<file path="config.mk">
export PLATFORM = sky130hd
export DESIGN_NAME = serdes_tx_serializer
export DESIGN_NICKNAME = d
export VERILOG_FILES = /design/src/rtl/serdes_tx_serializer.sv
export SDC_FILE = /design/constraint.sdc
export NUM_CORES = 1
export LEC_CHECK = 0
export BUFFER_PORTS_ARGS = -buffer_cell sky130_fd_sc_hd__buf_2
export CAP_MARGIN = 20
export CORE_MARGIN = 5
export CORE_UTILIZATION = 45
export CTS_BUF_LIST = sky130_fd_sc_hd__clkbuf_4
export DETAILED_ROUTE_END_ITERATION = 8
export HOLD_SLACK_MARGIN = 0.15
export SKIP_CTS_REPAIR_TIMING = 1
export SYNTH_ARGS = -nofsm -noshare
export SYNTH_HDL_FRONTEND = slang
export SYNTH_SLANG_ARGS = --single-unit
</file>
<file path="constraint.sdc">
create_clock -name clk -period 2.81 [get_ports clk]
set_clock_uncertainty 0.05 [all_clocks]
set_input_delay 0.281 -clock clk [delete_from_list [all_inputs] [get_ports clk]]
set_output_delay 0.281 -clock clk [all_outputs]
set_load 0.05 [all_outputs]
</file>
<file path="src/rtl/serdes_tx_serializer.sv">
// serdes_tx_serializer: parallel-to-serial transmitter with a small input FIFO.
// Words are accepted over valid/ready and shifted out LSB first, one bit per
// enabled clock, back-to-back with no gap bits. The line rests at IDLE_BIT.
module serdes_tx_serializer #(
    parameter int unsigned DATA_W     = 8,
    parameter int unsigned FIFO_DEPTH = 4,
    parameter logic        IDLE_BIT   = 1'b0
) (
    input  logic                            clk,
    input  logic                            rst,
    input  logic                            ena,
    input  logic [DATA_W-1:0]               in_data,
    input  logic                            in_valid,
    output logic                            in_ready,
    output logic                            ser_out,
    output logic                            ser_frame,
    output logic                            ser_active,
    output logic [$clog2(FIFO_DEPTH):0]     fifo_level
);

    localparam int unsigned PTR_W = $clog2(FIFO_DEPTH);
    localparam int unsigned LVL_W = PTR_W + 1;
    localparam int unsigned CNT_W = $clog2(DATA_W);
    localparam logic [CNT_W-1:0] CNT_LAST = CNT_W'(DATA_W - 1);
    localparam logic [LVL_W-1:0] LVL_FULL = LVL_W'(FIFO_DEPTH);

    typedef enum logic {
        ST_IDLE  = 1'b0,
        ST_SHIFT = 1'b1
    } state_t;

    // FIFO storage and bookkeeping
    logic [DATA_W-1:0] mem_q [FIFO_DEPTH];
    logic [PTR_W-1:0]  wr_ptr_q, wr_ptr_d;
    logic [PTR_W-1:0]  rd_ptr_q, rd_ptr_d;
    logic [LVL_W-1:0]  level_q, level_d;
    logic              full, empty;
    logic              push, pop;
    logic [DATA_W-1:0] head;

    // Shifter state
    state_t            state_q, state_d;
    logic [CNT_W-1:0]  cnt_q, cnt_d;
    logic [DATA_W-1:0] shreg_q, shreg_d;
    logic              ser_out_q, ser_out_d;
    logic              frame_q, frame_d;
    logic              active_q, active_d;

    assign full     = (level_q == LVL_FULL);
    assign empty    = (level_q == '0);
    assign in_ready = !full && !rst;
    assign push     = in_valid && in_ready;
    assign head     = mem_q[rd_ptr_q];

    assign ser_out    = ser_out_q;
    assign ser_frame  = frame_q;
    assign ser_active = active_q;
    assign fifo_level = level_q;

    // Shifter next state: load from FIFO head, shift, or return to idle
    always_comb begin
        state_d   = state_q;
        cnt_d     = cnt_q;
        shreg_d   = shreg_q;
        ser_out_d = ser_out_q;
        frame_d   = frame_q;
        active_d  = active_q;
        pop       = 1'b0;
        if (ena) begin
            unique case (state_q)
                ST_IDLE: begin
                    if (!empty) begin
                        pop       = 1'b1;
                        state_d   = ST_SHIFT;
                        shreg_d   = head;
                        ser_out_d = head[0];
                        frame_d   = 1'b1;
                        active_d  = 1'b1;
                        cnt_d     = '0;
                    end
                end
                ST_SHIFT: begin
                    if (cnt_q != CNT_LAST) begin
                        shreg_d   = shreg_q >> 1;
                        ser_out_d = shreg_q[1];
                        cnt_d     = cnt_q + CNT_W'(1);
                        frame_d   = 1'b0;
                    end else if (!empty) begin
                        pop       = 1'b1;
                        shreg_d   = head;
                        ser_out_d = head[0];
                        frame_d   = 1'b1;
                        active_d  = 1'b1;
                        cnt_d     = '0;
                    end else begin
                        state_d   = ST_IDLE;
                        ser_out_d = IDLE_BIT;
                        frame_d   = 1'b0;
                        active_d  = 1'b0;
                        cnt_d     = '0;
                    end
                end
                default: state_d = ST_IDLE;
            endcase
        end
    end

    // FIFO pointer and occupancy next state
    always_comb begin
        wr_ptr_d = wr_ptr_q;
        rd_ptr_d = rd_ptr_q;
        level_d  = level_q;
        if (push) wr_ptr_d = wr_ptr_q + PTR_W'(1);
        if (pop)  rd_ptr_d = rd_ptr_q + PTR_W'(1);
        unique case ({push, pop})
            2'b10:   level_d = level_q + LVL_W'(1);
            2'b01:   level_d = level_q - LVL_W'(1);
            default: level_d = level_q;
        endcase
    end

    // FIFO storage write; contents need no reset since level gates reads
    always_ff @(posedge clk) begin
        if (push) mem_q[wr_ptr_q] <= in_data;
    end

    // State registers with synchronous reset taking priority over everything
    always_ff @(posedge clk) begin
        if (rst) begin
            wr_ptr_q  <= '0;
            rd_ptr_q  <= '0;
            level_q   <= '0;
            state_q   <= ST_IDLE;
            cnt_q     <= '0;
            shreg_q   <= '0;
            ser_out_q <= IDLE_BIT;
            frame_q   <= 1'b0;
            active_q  <= 1'b0;
        end else begin
            wr_ptr_q  <= wr_ptr_d;
            rd_ptr_q  <= rd_ptr_d;
            level_q   <= level_d;
            state_q   <= state_d;
            cnt_q     <= cnt_d;
            shreg_q   <= shreg_d;
            ser_out_q <= ser_out_d;
            frame_q   <= frame_d;
            active_q  <= active_d;
        end
    end

endmodule

</file>
# Word-level counts from Yosys, hierarchy flattened
# Memories as Yosys holds them, arrays and structs flattened. A register that Yosys moved wholly into a read port is not among the register bits.
# Index checks and enable logic that the tools add are counted.
totals:
  ff_bits: 22
  ram_bits: 32
  wordCells: 55
  memories: 1
mem_list:
  columns: ["memory", "words", "word_bits", "rd", "rd_clocked_by_memory_dff", "write_ports", "line", "text"]
  rows:
  - ["mem_q", 4, 8, 1, 1, 1, "33", "logic [DATA_W-1:0] mem_q [FIFO_DEPTH];"]
op_classes:
  n_addsub: 5
  n_eq_ne: 6
  muxes: 25
  bitwise_logic: 1
  reduce_logical: 8
ops:
  columns: ["op", "n"]
  rows:
  - ["8-bit 2-to-1 mux", 2]
  - ["8-bit case mux with 2 select lines", 1]
  - ["3-bit case mux with 2 select lines", 2]
  - ["1-bit 2-to-1 mux", 11]
  - ["1-bit case mux with 2 select lines", 5]
  - ["3-bit by 1-bit adder with 3-bit output (second input constant)", 2]
  - ["3-bit 2-to-1 mux", 2]
  - ["2-bit by 1-bit adder with 2-bit output (second input constant)", 2]
  - ["2-bit 2-to-1 mux", 2]
  - ["2-bit inequality test (second input constant)", 2]
  - ["3-bit == test (second input constant)", 1]
  - ["3-bit zero test", 1]
  - ["3-bit inequality test (second input constant)", 1]
  - ["3-bit AND reduction", 1]
  - ["3-bit by 1-bit subtractor with 3-bit output (second input constant)", 1]
  - ["2-bit by 1-bit == test with 1-bit output (second input constant)", 1]
  - ["2-bit == test (second input constant)", 1]
  - ["1-bit logical AND", 2]
  - ["1-bit zero test", 2]
  - ["2-bit AND reduction", 1]
  - ["2-bit nonzero test", 1]
  - ["1-bit inverter", 1]

# Logic depth before layout (Yosys ltp)
# Gate-level depths: netlist (run 1).
logic_depth:
  depth_word: 7
  ltp_mapped: 12
  mapped_depth_nobuf: 11

# Least setup slack after synthesis (run 1)
# Ideal clock, no wire load.
synth_path:
  path_type: "register to register"
  startpoint: "register level_q[2] (netlist: fifo_level[2])"
  endpoint: "register level_q[2] (netlist: fifo_level[2])"
  setup_ns: 0.071
  arrival_ns: 2.449
  required_ns: 2.689
  setup_slack_ns: 0.240
  stages_incl_launch_ff: 10
  n_path_buf: 0
  path_cell_list: "dfxtp_1 nor3b_1 nor3b_2 inv_1 ha_1 inv_1 fa_1 xor2_1 or3_1 a21oi_1"
synth_between:
  elab_chain_len: 7
  word_cells_on_any_way: 15
  classes_between: "add/sub (2); eq/ne (3); mux (5); reduce/logical (5)"
synth_rtl:
  columns: ["element", "line", "text"]
  rows:
  - ["start, declared", "36", "logic [LVL_W-1:0] level_q, level_d;"]
  - ["start signal, assigned", "142", "level_q <= level_d;"]
  - ["3-bit zero test", "50", "assign empty = (level_q == '0);"]
  - ["1-bit 2-to-1 mux", "72, 88", null]
  - ["1-bit 2-to-1 mux", "83", "if (cnt_q != CNT_LAST) begin"]
  - ["1-bit case mux with 2 select lines", "70", "unique case (state_q)"]
  - ["1-bit 2-to-1 mux", "69", "if (ena) begin"]
  - ["2-bit by 1-bit == test with 1-bit output or 2-bit == test (tied branches)", "115", "unique case ({push, pop})"]
  - ["3-bit case mux with 2 select lines or 2-bit nonzero test (tied branches)", null, null]
# Parallel ways exist; a longest one is shown, timed or not.
# A chain may end at the register's enable or synchronous reset.

# Final worst setup path (run 1)
# Same ends and word-level chain as after synthesis.

==> impl_metrics.env, run 1 <==
export IMPL_antenna_found_initial=0
export IMPL_crit_type="register to register"
export IMPL_fp_dieW_microns=82.0
export IMPL_antenna_cells=0
export IMPL_synth_top_area_cell="edfxtp_1"
export IMPL_drt_first_iter_violations=174
export IMPL_yosysSeqAreaShare_pct=60.9
export IMPL_switchingPower_mw=0.805
export IMPL_fillers=461
export IMPL_area_delta_synth_final_pct=12.1
export IMPL_syn_nets=185
export IMPL_clock_path_buffers=2
export IMPL_fin_nets=211
export IMPL_grt_pass1_wl_mm=6.84
export IMPL_cts_sinks=55
export IMPL_rsz0062_at_grt="no"
export IMPL_cp_arrival_ns=2.74
export IMPL_outcome="complete, no violations"
export IMPL_grt_max_degree=26
export IMPL_tightest_slew_ns=0.566
export IMPL_maxCapViolCount=0
export IMPL_drive_gt1_share_pct=24.0
export IMPL_avgSynthCellArea_sq_um=14.1
export IMPL_cts_root_buf="clkbuf_4"
export IMPL_multi_input_area_sq_um=806
export IMPL_cts_htree_levels=2
export IMPL_setup_tns_final_ns=0
export IMPL_finalSetupViolCount=0
export IMPL_post_route_period_util_pct=87.6
export IMPL_vdd_drop_max_mv=0.333
export IMPL_async_flop_share_pct=0
export IMPL_fmax_ghz=0.406
export IMPL_synth_ff_type="edfxtp_1"
export IMPL_numCtsBuffers=5
export IMPL_grt_usage_pct=13.9
export IMPL_dieArea_sq_mm=0.00673
export IMPL_clk_pin_slew_ns=0.17
export IMPL_gp_congestion=0.761
export IMPL_slew_headroom_pct=62.2
export IMPL_dp_worst_setup_slack_ns=0.384
export IMPL_die_height_microns=82.0
export IMPL_ant_nets=0
export IMPL_grt_pass1_vias=1364
export IMPL_pwr_share_seq_pct=50.6
export IMPL_sw_frac_of_total_pct=37.0
export IMPL_crit_required_ns=3.09
export IMPL_ys_seq_elements=55
export IMPL_place_port_buffers=18
export IMPL_intPower_mw=1.37
export IMPL_start_util_pct=46.0
export IMPL_ys_warn_count=0
export IMPL_holdCritPathClass="input port to register"
export IMPL_critical_path_max_fanout=7
export IMPL_synth_cell_types=39
export IMPL_syn_area_sq_mm=0.00233
export IMPL_drc_errors=0
export IMPL_synth_top_area_share_pct=41.2
export IMPL_synth_edff_count=32
export IMPL_core_sq_mm=0.00507
export IMPL_drt_wl_total_mm=4.13
export IMPL_power_density_mw_per_mm2=831
export IMPL_leakage_nw=0.913
export IMPL_power_total_mw=2.18
export IMPL_combPwrFrac_pct=31.7
export IMPL_hold_violations=0
export IMPL_drv_slew=0
export IMPL_min_period_ns=2.46
export IMPL_wl_per_cell_microns=15.8
export IMPL_synthCells=165
export IMPL_dp_hpwl_mm=2.93
export IMPL_num_vias=1399
export IMPL_routed_via_density=5.34
export IMPL_ff_latch_area_sq_mm=0.00142
export IMPL_end_kind="register"
export IMPL_clock_latency_ns=0.38
export IMPL_io_pins=19
export IMPL_fin_ws_ns=0.348
export IMPL_row_count=26
export IMPL_firstDrtPassIters=4
export IMPL_cts_tree="done"
export IMPL_synth_area_top_cells="edfxtp_1 41%, dfxtp_1 20%, mux4_2 7.7%"
export IMPL_clkPwrFrac_pct=17.8
export IMPL_grt_overflow_total=0
export IMPL_cp_start_kind="register"
[cells by family (layout without fill, tap and decap cells)]
logic type | Yosys count | count (layout) | share of synthesized area, %
buffers and inverters | 23 | 50 | 4.61
muxes | 11 | 11 | 9.11
adders and majority gates | 8 | 8 | 4.61
DFF | 55 | 55 | 60.9
and+or+nand+nor | 42 | 42 | 10.9
AOI/OAI and AO/OA | 24 | 24 | 9.11
xor gates and xnor gates | 2 | 2 | 0.750
[placed cells by master (no fill, tap or decap)]
cell           count
xor2_1             2
a2111oi_2          2
nand2_1            4
and2_1             4
a32oi_1            3
inv_8              2
dlygate4sd3_1      8
nand3_1            1
edfxtp_1          32
a32o_1             1
o21ai_0            2
a2111oi_1          4
mux2_2             2
or3_1              2
o21ai_4            1
mux4_2             8
nor3_4             1
clkinv_4           1
nor4_1             7
ha_1               7
fa_1               1
nor2b_1            1
nor3b_2            1
o41ai_4            1
nand4_1            2
and2b_4            1
nand2b_1           1
a21oi_1            9
inv_1             15
buf_2             18
nor2_1             8
or4_4              1
buf_4              1
nor3b_1            1
o31ai_1            1
clkbuf_4           5
mux2i_1            1
or3_4              1
nor3_1             6
dfxtp_1           23
[final cells by class]
type	instances	share of cell area (%)
well taps	70	3.35
flip-flops and latches	55	54.3
multi-input cells	87	30.8
clock inverters	3	1.20
inverters	15	2.15
clock buffers	5	1.43
repair buffers	27	6.79
[path summary, 6_finish.rpt]
path / from / to / slack, ns / cells past startpoint
max: fifo_level[2] / fifo_level[2] / 0.35 / 9
min: ena / ser_out / 0.21 / 3
max reg2reg: fifo_level[2] / fifo_level[2] / 0.35 / 9
min reg2reg: ser_frame / ser_frame / 0.41 / 2
[synth_stat cells, types with 2 or more instances]
master	instances
clkbuf_1	3
a21oi_1	9
nor3_1	6
a2111oi_1	4
nand4_1	2
xor2_1	2
mux2_2	2
buf_6	2
inv_1	15
a2111oi_2	2
nor2_1	8
mux4_2	8
or3_1	2
a32oi_1	3
edfxtp_1	32
nand2_1	4
ha_1	7
nor4_1	7
and2_1	4
dfxtp_1	23
o21ai_0	2
[worst max-delay path: stages, from the launching register on]
cell and delay (ns):
dfxtp_1 0.55, nor3b_1 0.34, nor3b_2 0.14, inv_1 0.09, ha_1 0.18, inv_1 0.07, fa_1 0.38, xor2_1 0.16
or3_1 0.31, a21oi_1 0.14
[state kept, by name, summed over array words and instances (netlist names), named ones only]
signal / flops
mem_q: 32
shreg_q: 7
cnt_q: 3
fifo_level: 3
rd_ptr_q: 2
wr_ptr_q: 2
ser_active: 1
ser_frame: 1
ser_out: 1
state_q: 1
[layer usage]
metal / GRT usage (%) / vias to the layer above / routed length, microns
met2: 23.9 / 32 / 2100
met4: 4.49 / 0 / 65
met1: 17.0 / 686 / 1770
met5: 0 / - / 0
met3: 3.62 / 6 / 193
li1: - / 675 / -
[power by group through the flow]
stage	Clock [mW]	Combinational (mW)	Sequential [mW]
6_report	0.386	0.689	1.10
5_1_grt	0.430	0.752	1.12
4_1_cts	0.391	0.688	1.11
3_5_place_dp	0	0.685	1.12
3_3_place_gp	0	0.661	1.11
2_1_floorplan	0	0.481	1.17
[stage by stage]
stage                     instance area (sq um)  hold slack, ns  cells  utilization, %
after floorplan                            2330           0.330    165               -
after global placement                     2470           0.392    246            48.6
after detailed placement                   2470           0.397    246            48.6
after CTS                                  2540          0.0244    254            50.0
after global routing                       2620           0.230    262            51.6
final                                      2620           0.207    262            51.6
Power figures use the tool's default switching activity.
==> inputs of run 2 (changes only) <==
- CELL_PAD_IN_SITES_DETAIL_PLACEMENT: unset -> 0
- CELL_PAD_IN_SITES_GLOBAL_PLACEMENT: unset -> 2
- CORE_UTILIZATION: 45 -> 44
- PLACE_DENSITY_LB_ADDON: unset -> 0.1
==> impl_metrics.env, run 2 (same netlist as run 1, synthesis figures left out) <==
export IMPL_outcome="complete, no violations"
export IMPL_cp_arrival_ns=2.70
export IMPL_combPwrFrac_pct=31.8
export IMPL_grt_max_degree=25
export IMPL_m1WireLength_mm=1.92
export IMPL_holdCritStartpoint="rst"
export IMPL_drv_slew=0
export IMPL_grt_overflow_total=0
export IMPL_rr_startpoint="fifo_level[2]"
export IMPL_post_route_period_util_pct=87.1
export IMPL_crit_cells=9
export IMPL_cpPeakStageDelay_ns=0.55
export IMPL_largest_register_ffs=32
export IMPL_drt_first_iter_violations=58
export IMPL_cp_top_family="simple AND/OR/NAND/NOR gates"
export IMPL_sw_frac_of_total_pct=36.4
export IMPL_row_count=26
export IMPL_ant_nets=0
export IMPL_cts_tree="done"
export IMPL_crit_required_ns=3.07
export IMPL_grt_pass1_wl_mm=6.97
export IMPL_clkPwrFrac_pct=16.6
export IMPL_routed_via_density=5.32
export IMPL_holdCritPathClass="input port to register"
export IMPL_drt_wl_total_mm=4.35
export IMPL_switchingPower_mw=0.777
export IMPL_drive_gt1_share_pct=24.4
export IMPL_largest_register="mem_q"
export IMPL_vdd_drop_max_mv=0.371
export IMPL_crit_type="register to register"
export IMPL_cpMaxStageDelayCell="dfxtp_1"
export IMPL_mostFrequentLayoutCells="32 x edfxtp_1, 23 x dfxtp_1, 18 x buf_2"
export IMPL_slew_headroom_pct=61.7
export IMPL_highest_layer="met4"
export IMPL_regToRegEndpoint="fifo_level[2]"
export IMPL_min_period_ns=2.45
export IMPL_cts_htree_levels=2
export IMPL_intPower_mw=1.36
export IMPL_reg2reg_depth=9
export IMPL_fin_nets=212
export IMPL_antenna_found_initial=0
export IMPL_cts_sinks=55
export IMPL_finalSetupViolCount=0
export IMPL_num_vias=1399
export IMPL_stdcell_area_sq_mm=0.00262
export IMPL_dieArea_sq_mm=0.00686
export IMPL_grt_pass1_vias=1331
export IMPL_area_delta_synth_final_pct=12.1
export IMPL_critical_path_startpoint="fifo_level[2]"
export IMPL_grt_usage_pct=12.9
export IMPL_numCtsBuffers=5
export IMPL_clock_latency_ns=0.38
export IMPL_setup_tns_final_ns=0
export IMPL_drc_errors=0
export IMPL_power_density_mw_per_mm2=817
export IMPL_hold_violations=0
export IMPL_largestRegisters="mem_q (32), shreg_q (7)"
export IMPL_fillers=454
export IMPL_fp_dieW_microns=82.8
export IMPL_antenna_cells=0
export IMPL_maxCapViolCount=0
export IMPL_start_util_pct=45.4
export IMPL_final_common_cell="edfxtp_1"
export IMPL_firstDrtPassIters=4
export IMPL_die_height_microns=82.8
export IMPL_tightest_slew_ns=0.574
export IMPL_gp_congestion=0.746
export IMPL_endpoint="fifo_level[2]"
export IMPL_met2WireLength_mm=2.22
export IMPL_place_port_buffers=18
export IMPL_leakage_nw=0.914
export IMPL_cts_root_buf="clkbuf_4"
export IMPL_cpMostUsedCell="inv_1"
export IMPL_crit_chain="nor3b_1 > nor3b_2 > inv_1 > ha_1 > inv_1 > fa_1 > xor2_1 > or3_1 > a21oi_1"
export IMPL_io_pins=19
export IMPL_dp_hpwl_mm=3.02
export IMPL_path_buf_inv=2
export IMPL_setup_reg_to_reg_worst_slack_ns=0.36
export IMPL_met3WireLength_microns=174
export IMPL_placed_area_sq_mm=0.00248
export IMPL_core_sq_mm=0.00514
export IMPL_cp_start_kind="register"
export IMPL_critical_path_max_fanout=7
export IMPL_wl_per_cell_microns=16.5
export IMPL_clock_path_buffers=2
export IMPL_rsz0062_at_grt="no"
export IMPL_pwr_share_seq_pct=51.6
export IMPL_fmax_ghz=0.409
export IMPL_clk_pin_slew_ns=0.15
export IMPL_end_kind="register"
-- run 2: changes by cell type in the layout (fill, tap and decap cells not counted), sizes merged --
| cell | delta |
|---|---|
| buf | +1 |
| inv | -1 |
| clkinv | +1 |
-- run 2: metrics by stage --
stage                     cells  hold slack, ns  worst slack (ns)  util, %  power [mW]
after floorplan             165           0.330             0.240        -        1.65
after global placement      247           0.402             0.491     48.2        1.79
after detailed placement    247           0.406             0.397     48.2        1.80
after CTS                   255          0.0421             0.356     49.3        2.15
after global routing        263           0.209             0.197     50.9        2.28
final                       263           0.232             0.362     50.9        2.14
-- run 2: final cells by class --
type / count / area, sq um / share of cell area, %
clock buffers: 5 / 37.5 / 1.43
repair buffers: 28 / 185 / 7.08
clock inverters: 3 / 22.5 / 0.861
well taps: 70 / 87.6 / 3.35
multi-input cells: 87 / 806 / 30.8
flip-flops and latches: 55 / 1420 / 54.3
inverters: 15 / 56.3 / 2.15
-- run 2: worst min-delay path by stage --
stage	to	cells after the start
2_1_floorplan	mem_q[0][0]	0
3_3_place_gp	shreg_q[2]	2
3_5_place_dp	shreg_q[4]	2
4_1_cts	mem_q[2][3]	1
5_1_grt	wr_ptr_q[0]	3
6_report	wr_ptr_q[0]	3
-- run 2: worst reg2reg max path: stages, from the launching register on --
cell	delay, ns
dfxtp_1	0.55
nor3b_1	0.36
nor3b_2	0.15
inv_1	0.08
ha_1	0.18
inv_1	0.06
fa_1	0.37
xor2_1	0.16
or3_1	0.30
a21oi_1	0.15
-- run 2: power by group through the flow --
stage	registers, mW	clock network (mW)	logic, mW
after floorplan	1.17	0	0.481
after global placement	1.12	0	0.670
after detailed placement	1.13	0	0.675
after CTS	1.11	0.366	0.678
after global routing	1.13	0.404	0.748
final	1.10	0.354	0.680
-- run 2: per-layer routing --
metal,global-route usage [%],up-vias
li1,-,680
met1,15.9,691
met2,22.2,24
met3,3.66,4
met4,3.57,0
met5,0,-
